$ cat src/rtl/frv_wb_mem_pkg.sv
// Shared types for the imem/dmem Wishbone responder.
//   state_e : access sequencer states
//   grant_e : which initiator port owns the current SRAM access
package frv_wb_mem_pkg;

  typedef enum logic [1:0] {
    IDLE = 2'd0,
    MEM  = 2'd1,
    WAIT = 2'd2,
    ACK  = 2'd3
  } state_e;

  typedef enum logic {
    GNT_IMEM = 1'b0,
    GNT_DMEM = 1'b1
  } grant_e;

  // Wait counter covers the full 0..15 wait-state range.
  localparam int CNT_W = $clog2(16);

  // Bit positions inside the packed request vector.
  localparam int REQ_IMEM = 0;
  localparam int REQ_DMEM = 1;

endpackage

$ cat src/rtl/frv_wb_arb2.sv
// 2-way round-robin arbiter between the imem and dmem request lines.
// Purely combinational; the caller owns the last-grant register.
//   req  in  2  request vector (bit REQ_IMEM, bit REQ_DMEM)
//   en   in  1  arbitration allowed this cycle
//   last in     port granted most recently
//   gnt  out    winning port (equals last when not enabled or nobody requests)
module frv_wb_arb2
  import frv_wb_mem_pkg::*;
(
  input  logic [1:0] req,
  input  logic       en,
  input  grant_e     last,
  output grant_e     gnt
);

  always_comb begin
    gnt = last;
    if (en) begin
      if (req[REQ_IMEM] && req[REQ_DMEM]) begin
        // Tie: hand the SRAM to whichever port did not have it last.
        gnt = (last == GNT_IMEM) ? GNT_DMEM : GNT_IMEM;
      end else if (req[REQ_DMEM]) begin
        gnt = GNT_DMEM;
      end else if (req[REQ_IMEM]) begin
        gnt = GNT_IMEM;
      end
    end
  end

endmodule

$ cat src/rtl/frv_wb_mem_resp.sv
// Wishbone classic responder serving the core's imem (read-only) and dmem
// (read/write) ports from one shared single-port SRAM macro.
//   clk_i, rst_i            clock, asynchronous active-high reset
//   wb_imem_*               imem initiator: cyc/stb/adr in, dat/ack out
//   wb_dmem_*               dmem initiator: cyc/stb/we/be/adr/dat in, dat/ack out
//   sram_*                  SRAM macro: ce/we/be/adr/dat out, dat in (1 cycle after ce)
// Parameters: ADR_W word-address width, WAIT extra wait cycles before ack.
//
//   state | meaning
//   IDLE  | arbitrate; on a grant register the SRAM command
//   MEM   | sram_ce_o high for this single cycle
//   WAIT  | count down the configured wait states
//   ACK   | capture read data and pulse ack (unless the initiator aborted)
module frv_wb_mem_resp #(
  parameter int ADR_W = 10,
  parameter int WAIT  = 0
) (
  input  logic             clk_i,
  input  logic             rst_i,
  input  logic             wb_imem_cyc_i,
  input  logic             wb_imem_stb_i,
  input  logic [31:0]      wb_imem_adr_i,
  output logic [31:0]      wb_imem_dat_o,
  output logic             wb_imem_ack_o,
  input  logic             wb_dmem_cyc_i,
  input  logic             wb_dmem_stb_i,
  input  logic             wb_dmem_we_i,
  input  logic [3:0]       wb_dmem_be_i,
  input  logic [31:0]      wb_dmem_adr_i,
  input  logic [31:0]      wb_dmem_dat_i,
  output logic [31:0]      wb_dmem_dat_o,
  output logic             wb_dmem_ack_o,
  output logic             sram_ce_o,
  output logic             sram_we_o,
  output logic [3:0]       sram_be_o,
  output logic [ADR_W-1:0] sram_adr_o,
  output logic [31:0]      sram_dat_o,
  input  logic [31:0]      sram_dat_i
);

  import frv_wb_mem_pkg::*;

  // Counter is loaded with WAIT-1 so that exactly WAIT cycles are spent in WAIT.
  localparam logic [CNT_W-1:0] WAIT_LOAD = (WAIT == 0) ? '0 : CNT_W'(WAIT - 1);

  state_e           state;
  state_e           state_nxt;
  grant_e           last_grant;
  grant_e           arb_gnt;
  logic [CNT_W-1:0] cnt;
  logic             wr_q;
  logic [1:0]       req;
  logic             arb_en;
  logic             gnt_cyc;

  // Byte offset and high address bits alias onto the same SRAM word.
  logic unused_adr_bits;
  assign unused_adr_bits = ^{wb_imem_adr_i[31:ADR_W+2], wb_imem_adr_i[1:0],
                             wb_dmem_adr_i[31:ADR_W+2], wb_dmem_adr_i[1:0]};

  assign req[REQ_IMEM] = wb_imem_cyc_i & wb_imem_stb_i;
  assign req[REQ_DMEM] = wb_dmem_cyc_i & wb_dmem_stb_i;
  assign arb_en        = (state == frv_wb_mem_pkg::IDLE);

  // last_grant doubles as the held grant for the access in flight.
  assign gnt_cyc = (last_grant == GNT_DMEM) ? wb_dmem_cyc_i : wb_imem_cyc_i;

  frv_wb_arb2 u_arb (
    .req  (req),
    .en   (arb_en),
    .last (last_grant),
    .gnt  (arb_gnt)
  );

  always_ff @(posedge clk_i or posedge rst_i) begin
    if (rst_i) begin
      state <= frv_wb_mem_pkg::IDLE;
    end else begin
      state <= state_nxt;
    end
  end

  always_comb begin
    state_nxt = state;
    unique case (state)
      frv_wb_mem_pkg::IDLE: begin
        if (|req) state_nxt = frv_wb_mem_pkg::MEM;
      end
      frv_wb_mem_pkg::MEM: begin
        // The SRAM command is issued this cycle, so an abort here still commits.
        if (!gnt_cyc)       state_nxt = frv_wb_mem_pkg::IDLE;
        else if (WAIT != 0) state_nxt = frv_wb_mem_pkg::WAIT;
        else                state_nxt = frv_wb_mem_pkg::ACK;
      end
      frv_wb_mem_pkg::WAIT: begin
        if (!gnt_cyc)       state_nxt = frv_wb_mem_pkg::IDLE;
        else if (cnt == '0) state_nxt = frv_wb_mem_pkg::ACK;
      end
      frv_wb_mem_pkg::ACK: begin
        state_nxt = frv_wb_mem_pkg::IDLE;
      end
      default: state_nxt = frv_wb_mem_pkg::IDLE;
    endcase
  end

  always_ff @(posedge clk_i or posedge rst_i) begin
    if (rst_i) begin
      last_grant    <= GNT_IMEM;
      cnt           <= '0;
      wr_q          <= 1'b0;
      sram_ce_o     <= 1'b0;
      sram_we_o     <= 1'b0;
      sram_be_o     <= 4'b0;
      sram_adr_o    <= '0;
      sram_dat_o    <= 32'b0;
      wb_imem_dat_o <= 32'b0;
      wb_imem_ack_o <= 1'b0;
      wb_dmem_dat_o <= 32'b0;
      wb_dmem_ack_o <= 1'b0;
    end else begin
      sram_ce_o     <= 1'b0;
      sram_we_o     <= 1'b0;
      sram_be_o     <= 4'b0;
      wb_imem_ack_o <= 1'b0;
      wb_dmem_ack_o <= 1'b0;

      if (state == frv_wb_mem_pkg::MEM) begin
        cnt <= WAIT_LOAD;
      end else if (state == frv_wb_mem_pkg::WAIT && cnt != '0) begin
        cnt <= cnt - CNT_W'(1);
      end else begin
        cnt <= '0;
      end

      if (state == frv_wb_mem_pkg::IDLE && |req) begin
        last_grant <= arb_gnt;
        sram_ce_o  <= 1'b1;
        if (arb_gnt == GNT_DMEM) begin
          wr_q       <= wb_dmem_we_i;
          sram_we_o  <= wb_dmem_we_i;
          sram_be_o  <= wb_dmem_we_i ? wb_dmem_be_i : 4'b0;
          sram_adr_o <= wb_dmem_adr_i[ADR_W+1:2];
          sram_dat_o <= wb_dmem_dat_i;
        end else begin
          wr_q       <= 1'b0;
          sram_adr_o <= wb_imem_adr_i[ADR_W+1:2];
        end
      end

      if (state == frv_wb_mem_pkg::ACK && gnt_cyc) begin
        if (last_grant == GNT_DMEM) begin
          wb_dmem_ack_o <= 1'b1;
          if (!wr_q) wb_dmem_dat_o <= sram_dat_i;
        end else begin
          wb_imem_ack_o <= 1'b1;
          wb_imem_dat_o <= sram_dat_i;
        end
      end
    end
  end

endmodule

$ cat config.mk
export PLATFORM = sky130hd
export DESIGN_NAME = frv_wb_mem_resp
export DESIGN_NICKNAME = d
export VERILOG_FILES = /design/src/rtl/frv_wb_mem_pkg.sv /design/src/rtl/frv_wb_arb2.sv /design/src/rtl/frv_wb_mem_resp.sv
export SDC_FILE = /design/constraint.sdc
export NUM_CORES = 1
export LEC_CHECK = 0
export BUFFER_PORTS_ARGS = -buffer_cell sky130_fd_sc_hd__buf_2
export CAP_MARGIN = 10
export CORE_ASPECT_RATIO = 0.8
export CORE_MARGIN = 2
export CORE_UTILIZATION = 46
export CTS_CLUSTER_SIZE = 8
export DETAILED_ROUTE_END_ITERATION = 10
export HOLD_SLACK_MARGIN = 0.03
export PLACE_DENSITY = 0.81
export REMOVE_ABC_BUFFERS = 1
export SKIP_CTS_REPAIR_TIMING = 1
export SLEW_MARGIN = 10
export SYNTH_ARGS = -nofsm -noshare
export SYNTH_HDL_FRONTEND = slang
export SYNTH_SLANG_ARGS = --single-unit
$ cat constraint.sdc
create_clock -name clk_i -period 4.7 [get_ports clk_i]
set_input_delay 0.94 -clock clk_i [delete_from_list [all_inputs] [get_ports clk_i]]
set_output_delay 0.94 -clock clk_i [all_outputs]
set_load 0.005 [all_outputs]
==> flow_summary.yaml, run 1 <==
grt:
  grt_max_degree: 54
  antenna_found_initial: 2
  gr-total-overflow: 0
  grt_usage_pct: 21.6
  grt_pass1_vias: 3815
  grt_pass1_wl_mm: 19.6
final_layout:
  utilization_pct: 64.5
  fin_nets: 729
  n_fill_cell: 809
  fin_cells: 737
  final_cell_mix: "buf_2, dfrtp_1, nand2_1"
  syn_to_final_growth_pct: 34.6
  final_cell_area_mm2: 0.00671
  drive_above_1_share_pct: 51.6
  diodes: 0
  layout_commonest_cell: "buf_2"
detailed_routing:
  routed_via_density: 4.93
  post_drt_wl_per_cell_um: 16.4
  ant_nets: 0
  drt_pass1_iterations: 5
  drc: 0
  wl_mm: 12.1
  dr.first_iter.drc_count: 236
  vias: 3635
outcome:
  outcome: "complete, no violations"
die:
  io_pins: 253
  fp-row-count: 33
  core_mm2: 0.0104
  initial_utilization_pct: 47.9
  die_h_um: 97.1
  die_w_um: 120
  die_area_mm2: 0.0117
critical_path:
  arrival_ns: 2.81
  crit_path_start: "state[1]"
  r2r_cells: 4
  r2r-end: "sram_dat_o[7]"
  max_stage_delay_ns: 0.96
  cp_max_fo: 32
  r2r-start: "state[1]"
  startpoint_type: "register"
  endpoint_kind: "register"
  path_class: "reg -> reg"
  crit_end: "sram_dat_o[7]"
  worstPathRequired_ns: 4.97
  critical_path.cell_chain: "inv_1, ha_1, and2_2, mux2_1"
  ff2ff_setup_slack_ns: 2.17
  worst_path_max_delay_cell: "and2_2"
power_and_ir_drop:
  totalPowerFinal_mw: 4.53
  p_leak_nw: 3.73
  peakVddDrop_v: 0.000266
  powerDensity_mw_per_mm2: 674
placement:
  post-place-ws_ns: 1.93
  io_buffers: 208
  dpl.hpwl_mm: 8.39
  post_dp_cell_area_mm2: 0.00612
  dp.cells: 705
  place.gp.congestion: 0.760
synth:
  ys.warnings.count: 0
  synth_seq_area_share_pct: 61.2
  synthArstFlopShare_pct: 100
  ys_types: 27
  syn_area_mm2: 0.00499
  avgSynthCellArea_um2: 13.4
  synth-edff-count: 0
  synth_flop_cell: "dfrtp_1"
  ys_ff_latch: 122
  synth_cells: 371
cts:
  cts_tree: "done"
  clock_sinks: 122
  clock_path_buffers: 2
  insertion_delay_ns: 0.41
  path_clk_slew_ns: 0.05
  htreeDepth: 4
  ctsRootBufferMaster: "clkbuf_16"
  numCtsBuffers: 17
sta:
  rsz0062_at_grt: "no"
  finalCritPeriodShare_pct: 53.9
  setup_ws_ns: 2.17
  hold_ws_ns: 0.452
  drv_slew: 0
  hold_violations: 0
  max_freq_ghz: 0.395
  period_needed_ns: 2.53
  relSlewSlack_pct: 22.3
  fin_worst_skew_ns: 0.0104
  worst_pin_slew_ns: 1.16
  setup_viol: 0
  tns_ns: 0
worst_hold_path:
  hold_class: "reg -> reg"
flow_run:
  cap_violations: 0
synthesized netlist by cell type, drive strengths merged (2+ instances only):
| library cell | instances | share of area, % |
|---|---|---|
| dfrtp | 122 | 61 |
| nand2 | 101 | 7.6 |
| a21oi | 3 | 0.30 |
| buf | 12 | 2.0 |
| xnor2 | 2 | 0.35 |
| clkbuf | 7 | 0.53 |
| inv | 7 | 0.53 |
| nand3b | 2 | 0.30 |
| mux2 | 65 | 19 |
| nand3 | 2 | 0.20 |
| and2 | 5 | 0.63 |
| a31oi | 3 | 0.38 |
| and3 | 2 | 0.25 |
| ha | 6 | 1.5 |
| a22o | 20 | 3.5 |
| nor2 | 5 | 0.38 |
cells by family (layout without fill, tap and decap cells):
group	count (synthesis)	count (layout)	synth area share, %
AO/OA/AOI/OAI	30	30	4.92
XOR/XNOR	2	2	0.351
adder cells (fa/ha/maj)	6	6	1.51
buffers and inverters	26	252	3.06
flip-flops	122	122	61.2
multiplexers	65	65	19.2
AND/OR/NAND/NOR	120	120	9.76
per-layer routing:
layer / vias up / part of all wire [%] / GRT usage, %
met2: 139 / 51 / 36.5
met5: - / 0 / 0
li1: 1670 / - / -
met4: 0 / 0.72 / 6.62
met3: 8 / 6.0 / 5.93
met1: 1818 / 42 / 27.0
state kept, by name, indices dropped and copies added (netlist names):
name	flops
cnt	4
wb_dmem_ack_o	1
last_grant	1
sram_we_o	1
wb_imem_ack_o	1
sram_be_o	4
wr_q	1
state	2
sram_adr_o	10
sram_dat_o	32
sram_ce_o	1
wb_dmem_dat_o	32
wb_imem_dat_o	32
worst max-delay path: cells and delay by family, from the launching register on:
family        cells  cell delay, ns
fa+ha+maj         1            0.50
simple gates      1            0.96
buf+inv           1            0.12
mux               1            0.40
flops             1            0.40
layout make-up:
type	count	area, um2	share of cell area (%)
timing repair buffer	213	1080	16.1
inverter	7	28.8	0.429
tap	140	175	2.61
clock inverter	11	120	1.79
sequential	122	3050	45.5
multi-input combinational	223	1790	26.6
clock buffer	21	470	7.01
how the worst min path moves through the flow:
stage	from	to	slack (ns)	cells after the start
after floorplan	cnt[0]	cnt[0]	0.43	1
after global placement	cnt[0]	cnt[0]	0.44	1
after detailed placement	cnt[0]	cnt[0]	0.45	1
after CTS	cnt[0]	cnt[0]	0.45	1
after global routing	rst_i	sram_dat_o[3]	0.47	2
final	cnt[0]	cnt[0]	0.45	1
power by group:
part	internal [mW]	switching, mW	total, mW
registers	1.53	0.275	1.80
clock network	0.819	0.465	1.28
logic	0.852	0.588	1.44
Power figures use the tool's default switching activity.
==> run 2, diff against run 1 <==
--- a/config.mk
+++ b/config.mk
@@ -9,11 +9,11 @@
 export CAP_MARGIN = 10
 export CORE_ASPECT_RATIO = 0.8
 export CORE_MARGIN = 2
-export CORE_UTILIZATION = 46
+export CORE_UTILIZATION = 41
 export CTS_CLUSTER_SIZE = 8
 export DETAILED_ROUTE_END_ITERATION = 10
 export HOLD_SLACK_MARGIN = 0.03
-export PLACE_DENSITY = 0.81
+export PLACE_DENSITY = 0.76
 export REMOVE_ABC_BUFFERS = 1
 export SKIP_CTS_REPAIR_TIMING = 1
 export SLEW_MARGIN = 10
==> constraint.sdc (replaced) <==
create_clock -name clk_i -period 2.1 [get_ports clk_i]
set_input_delay 0.42 -clock clk_i [delete_from_list [all_inputs] [get_ports clk_i]]
set_output_delay 0.42 -clock clk_i [all_outputs]
set_load 0.005 [all_outputs]
==> flow_summary.yaml, run 2 (synthesis results as in run 1) <==
worst_hold_path:
  hold_class: "in -> async"
die:
  core_mm2: 0.0120
  initial_utilization_pct: 41.5
  die_area_mm2: 0.0131
  die_h_um: 103
  die_w_um: 127
  io_pins: 253
  fp-row-count: 36
final_layout:
  fin_nets: 733
  final_cell_mix: "buf_2, dfrtp_1, nand2_1"
  layout_commonest_cell: "buf_2"
  drive_above_1_share_pct: 51.9
  reg_top3: "sram_dat_o (32), wb_dmem_dat_o (32), wb_imem_dat_o (32)"
  diodes: 0
  syn_to_final_growth_pct: 35.8
  utilization_pct: 56.3
cts:
  clock_path_buffers: 2
  ctsRootBufferMaster: "clkbuf_16"
  cts_tree: "done"
  htreeDepth: 4
  insertion_delay_ns: 0.40
  numCtsBuffers: 17
  path_clk_slew_ns: 0.06
  clock_sinks: 122
critical_path:
  r2r-end: "wb_dmem_dat_o[31]"
  max_stage_delay_ns: 0.41
  cp_max_fo: 14
  path_class: "reg -> reg"
  ff2ff_setup_slack_ns: 0.30
  worst_path_max_delay_cell: "dfrtp_1"
  r2r_cells: 5
  arrival_ns: 2.08
  r2r-start: "state[0]"
  startpoint_type: "register"
  endpoint_kind: "register"
  worstPathRequired_ns: 2.37
  critical_path.cell_chain: "ha_1, and3_1, nand2b_2, buf_4, mux2_1"
placement:
  place.gp.congestion: 0.764
  dpl.hpwl_mm: 8.21
  io_buffers: 208
  post-place-ws_ns: 0.310
flow_run:
  cap_violations: 0
sta:
  setup_ws_ns: 0.298
  hold_ws_ns: 0.105
  max_freq_ghz: 0.555
  drv_slew: 0
  rsz0062_at_grt: "no"
  relSlewSlack_pct: 68.9
  period_needed_ns: 1.80
  hold_violations: 0
  worst_pin_slew_ns: 0.466
  setup_viol: 0
  finalCritPeriodShare_pct: 85.8
  fin_worst_skew_ns: 0.00524
outcome:
  outcome: "complete, no violations"
detailed_routing:
  post_drt_wl_per_cell_um: 15.6
  wl_mm: 11.8
  ant_nets: 0
  drt_pass1_iterations: 4
  vias: 3588
  routed_via_density: 4.76
  dr.first_iter.drc_count: 141
  drc: 0
power_and_ir_drop:
  powerDensity_mw_per_mm2: 1480
  p_leak_nw: 3.76
  peakVddDrop_v: 0.000559
  totalPowerFinal_mw: 10.0
  pwr-share-comb_pct: 32.5
  swShare_pct: 30.2
  seqPwrFrac_pct: 39.9
  switching_power_mw: 3.03
  p_int_mw: 7.01
  clkPwrFrac_pct: 27.6
grt:
  grt_pass1_wl_mm: 18.4
  grt_usage_pct: 18.1
  grt_max_degree: 89
  gr-total-overflow: 0
  antenna_found_initial: 0
  grt_pass1_vias: 3678
[run 2: cell count changes in the layout (fill, tap and decap cells not counted)]
cell        change
buf_12          +3
inv_6           +4
clkinv_2        -3
buf_4           +1
bufinv_16       -1
clkinvlp_4      -4
clkinv_4        +7
clkbuf_8        -3
[run 2: worst max-delay path, delay by kind of cell (launching register included)]
kind / cells / cell delay, ns
adders and majority gates: 1 / 0.25
buffers and inverters: 1 / 0.29
DFF: 1 / 0.41
muxes: 1 / 0.38
and+or+nand+nor: 2 / 0.33
[run 2: metrics by stage]
stage,area (um2),setup TNS [ns],instances
2_1_floorplan,4860,-223.46,352
3_3_place_gp,6200,0,721
6_report,6770,0,753
4_1_cts,6770,0,753
5_1_grt,6770,0,753
3_5_place_dp,6200,0,721
[run 2: layout make-up]
cell class	instances	area, um2
clock buffer	18	429
timing repair buffer	217	1150
inverter	7	28.8
tap	152	190
multi-input combinational	223	1790
sequential	122	3050
clock inverter	14	141
fill	994	5250
[run 2: power by group through the flow]
stage | logic (mW) | registers [mW] | clock network, mW
after global placement | 3.19 | 3.95 | 0
after detailed placement | 3.29 | 4.01 | 0
after global routing | 3.59 | 4.14 | 2.95
final | 3.26 | 4.00 | 2.77
after CTS | 3.31 | 4.01 | 2.82
after floorplan | 1.67 | 4.07 | 0
[run 2: worst max path at each step]
stage             start                end  slack [ns]  depth (start not counted)
3_3_place_gp   state[0]      sram_dat_o[6]        0.36                          5
2_1_floorplan     rst_i             cnt[0]       -1.56                          1
4_1_cts        state[0]  wb_dmem_dat_o[31]        0.29                          5
6_report       state[0]  wb_dmem_dat_o[31]        0.30                          5
5_1_grt        state[1]      sram_dat_o[7]        0.21                          5
3_5_place_dp   state[0]      sram_dat_o[7]        0.31                          5
[run 2: per-layer routing]
metal	vias up	wire, um	track usage, %
met5	-	0	0
met4	0	79	6.34
met3	8	657	5.19
met2	118	5950	31.1
met1	1774	5070	22.2
li1	1688	-	-
==> run 3, diff against run 2 <==
==> constraint.sdc (replaced) <==
create_clock -name clk_i -period 2.1 [get_ports clk_i]
set_input_delay 0.105 -clock clk_i [delete_from_list [all_inputs] [get_ports clk_i]]
set_output_delay 0.105 -clock clk_i [all_outputs]
set_load 0.005 [all_outputs]
==> flow_summary.yaml, run 3 (synthesis results as in run 1) <==
sta:
  relSlewSlack_pct: 72.3
  hold_ws_ns: 0.0309
  max_freq_ghz: 0.537
  fin_worst_skew_ns: 0.00859
  period_needed_ns: 1.86
  hold_violations: 0
  worst_pin_slew_ns: 0.415
  setup_viol: 0
  finalCritPeriodShare_pct: 88.6
  tns_ns: 0
  rsz0062_at_grt: "no"
  drv_slew: 0
detailed_routing:
  dr.first_iter.drc_count: 125
  vias: 3918
  post_drt_wl_per_cell_um: 16.3
  drc: 0
  wl_mm: 13.5
  ant_nets: 0
  drt_pass1_iterations: 4
  routed_via_density: 4.73
critical_path:
  startpoint_type: "register"
  max_stage_delay_ns: 0.42
  arrival_ns: 2.14
  critPathBufInv: 1
  worst_path_max_delay_cell: "dfrtp_1"
  endpoint_kind: "register"
  cp_max_fo: 29
  critPathTopFamily: "simple AND/OR/NAND/NOR gates"
  path_class: "reg -> reg"
  worstPathRequired_ns: 2.38
  critical_path.cell_chain: "ha_1, and3_1, nand2b_2, buf_12, mux2_1"
die:
  core_mm2: 0.0120
  fp-row-count: 36
  initial_utilization_pct: 41.5
  io_pins: 253
  die_w_um: 127
  die_area_mm2: 0.0131
  die_h_um: 103
cts:
  numCtsBuffers: 17
  insertion_delay_ns: 0.40
  path_clk_slew_ns: 0.06
  cts_tree: "done"
  clock_sinks: 122
  ctsRootBufferMaster: "clkbuf_16"
  htreeDepth: 4
  clock_path_buffers: 2
final_layout:
  diodes: 0
  drive_above_1_share_pct: 46.0
  n_fill_cell: 889
  fin_nets: 808
  reg_top3: "sram_dat_o (32), wb_dmem_dat_o (32), wb_imem_dat_o (32)"
  final_cell_mix: "buf_2, dfrtp_1, nand2_1"
  layout_commonest_cell: "buf_2"
  syn_to_final_growth_pct: 52.5
grt:
  grt_max_degree: 76
  grt_pass1_vias: 3563
  gr-total-overflow: 0
  antenna_found_initial: 0
  grt_pass1_wl_mm: 18.2
  grt_usage_pct: 18.0
placement:
  io_buffers: 208
  place.gp.congestion: 0.729
  dpl.hpwl_mm: 8.27
power_and_ir_drop:
  peakVddDrop_v: 0.000546
  p_leak_nw: 4.12
  powerDensity_mw_per_mm2: 1390
worst_hold_path:
  hold_class: "in -> reg"
flow_run:
  cap_violations: 0
outcome:
  outcome: "complete, no violations"
==> run 3: where the power goes <==
group | internal (mW) | total, mW | switching (mW)
Sequential | 3.42 | 4.03 | 0.613
Combinational | 2.03 | 3.42 | 1.39
Clock | 2.08 | 3.12 | 1.04
Total | 7.52 | 10.6 | 3.04
==> run 3: area by class of cell <==
cell class              instances  area [um2]  share of cell area (%)
clock buffers                  21         470                    6.18
clock inverters                11         168                    2.20
inverters                       7        28.8                   0.378
multi-input cells             223        1790                    23.5
flip-flops and latches        122        3050                    40.1
well taps                     152         190                    2.50
repair buffers                292        1910                    25.1
==> run 3: path summary, 6_finish.rpt <==
path | start | to | slack (ns) | cells after the start
setup / recovery | state[0] | wb_dmem_dat_o[31] | 0.24 | 5
hold / removal | wb_imem_adr_i[6] | sram_adr_o[4] | 0.03 | 3
setup reg to reg | state[0] | wb_dmem_dat_o[31] | 0.24 | 5
hold reg to reg | cnt[0] | cnt[0] | 0.45 | 1
max in group asynchronous | rst_i | wb_imem_dat_o[30] | 1.43 | 4
min in group asynchronous | rst_i | sram_dat_o[10] | 0.31 | 4
==> run 3: worst register-to-register path, stage by stage (launching register included) <==
cell,delay (ns)
dfrtp_1,0.42
ha_1,0.25
and3_1,0.22
nand2b_2,0.20
buf_12,0.28
mux2_1,0.37
==> run 3: through the flow <==
stage	util [%]	total power [mW]	setup slack, ns	std cells	area (um2)
floorplan	-	5.74	-1.25	352	4860
global placement	51.6	7.14	0.287	720	6210
detailed placement	51.6	7.30	0.233	720	6210
CTS	56.9	10.5	0.211	752	6850
global route	63.3	11.2	0.147	828	7610
finish	63.3	10.6	0.239	828	7610
==> run 3: per-layer routing <==
| layer | vias up | GRT usage [%] | share of wire, % |
|---|---|---|---|
| met5 | - | 0 | 0 |
| met2 | 138 | 29.4 | 52 |
| met1 | 1941 | 23.0 | 42 |
| met3 | 11 | 6.59 | 4.9 |
| met4 | 0 | 4.82 | 0.53 |
| li1 | 1828 | - | - |
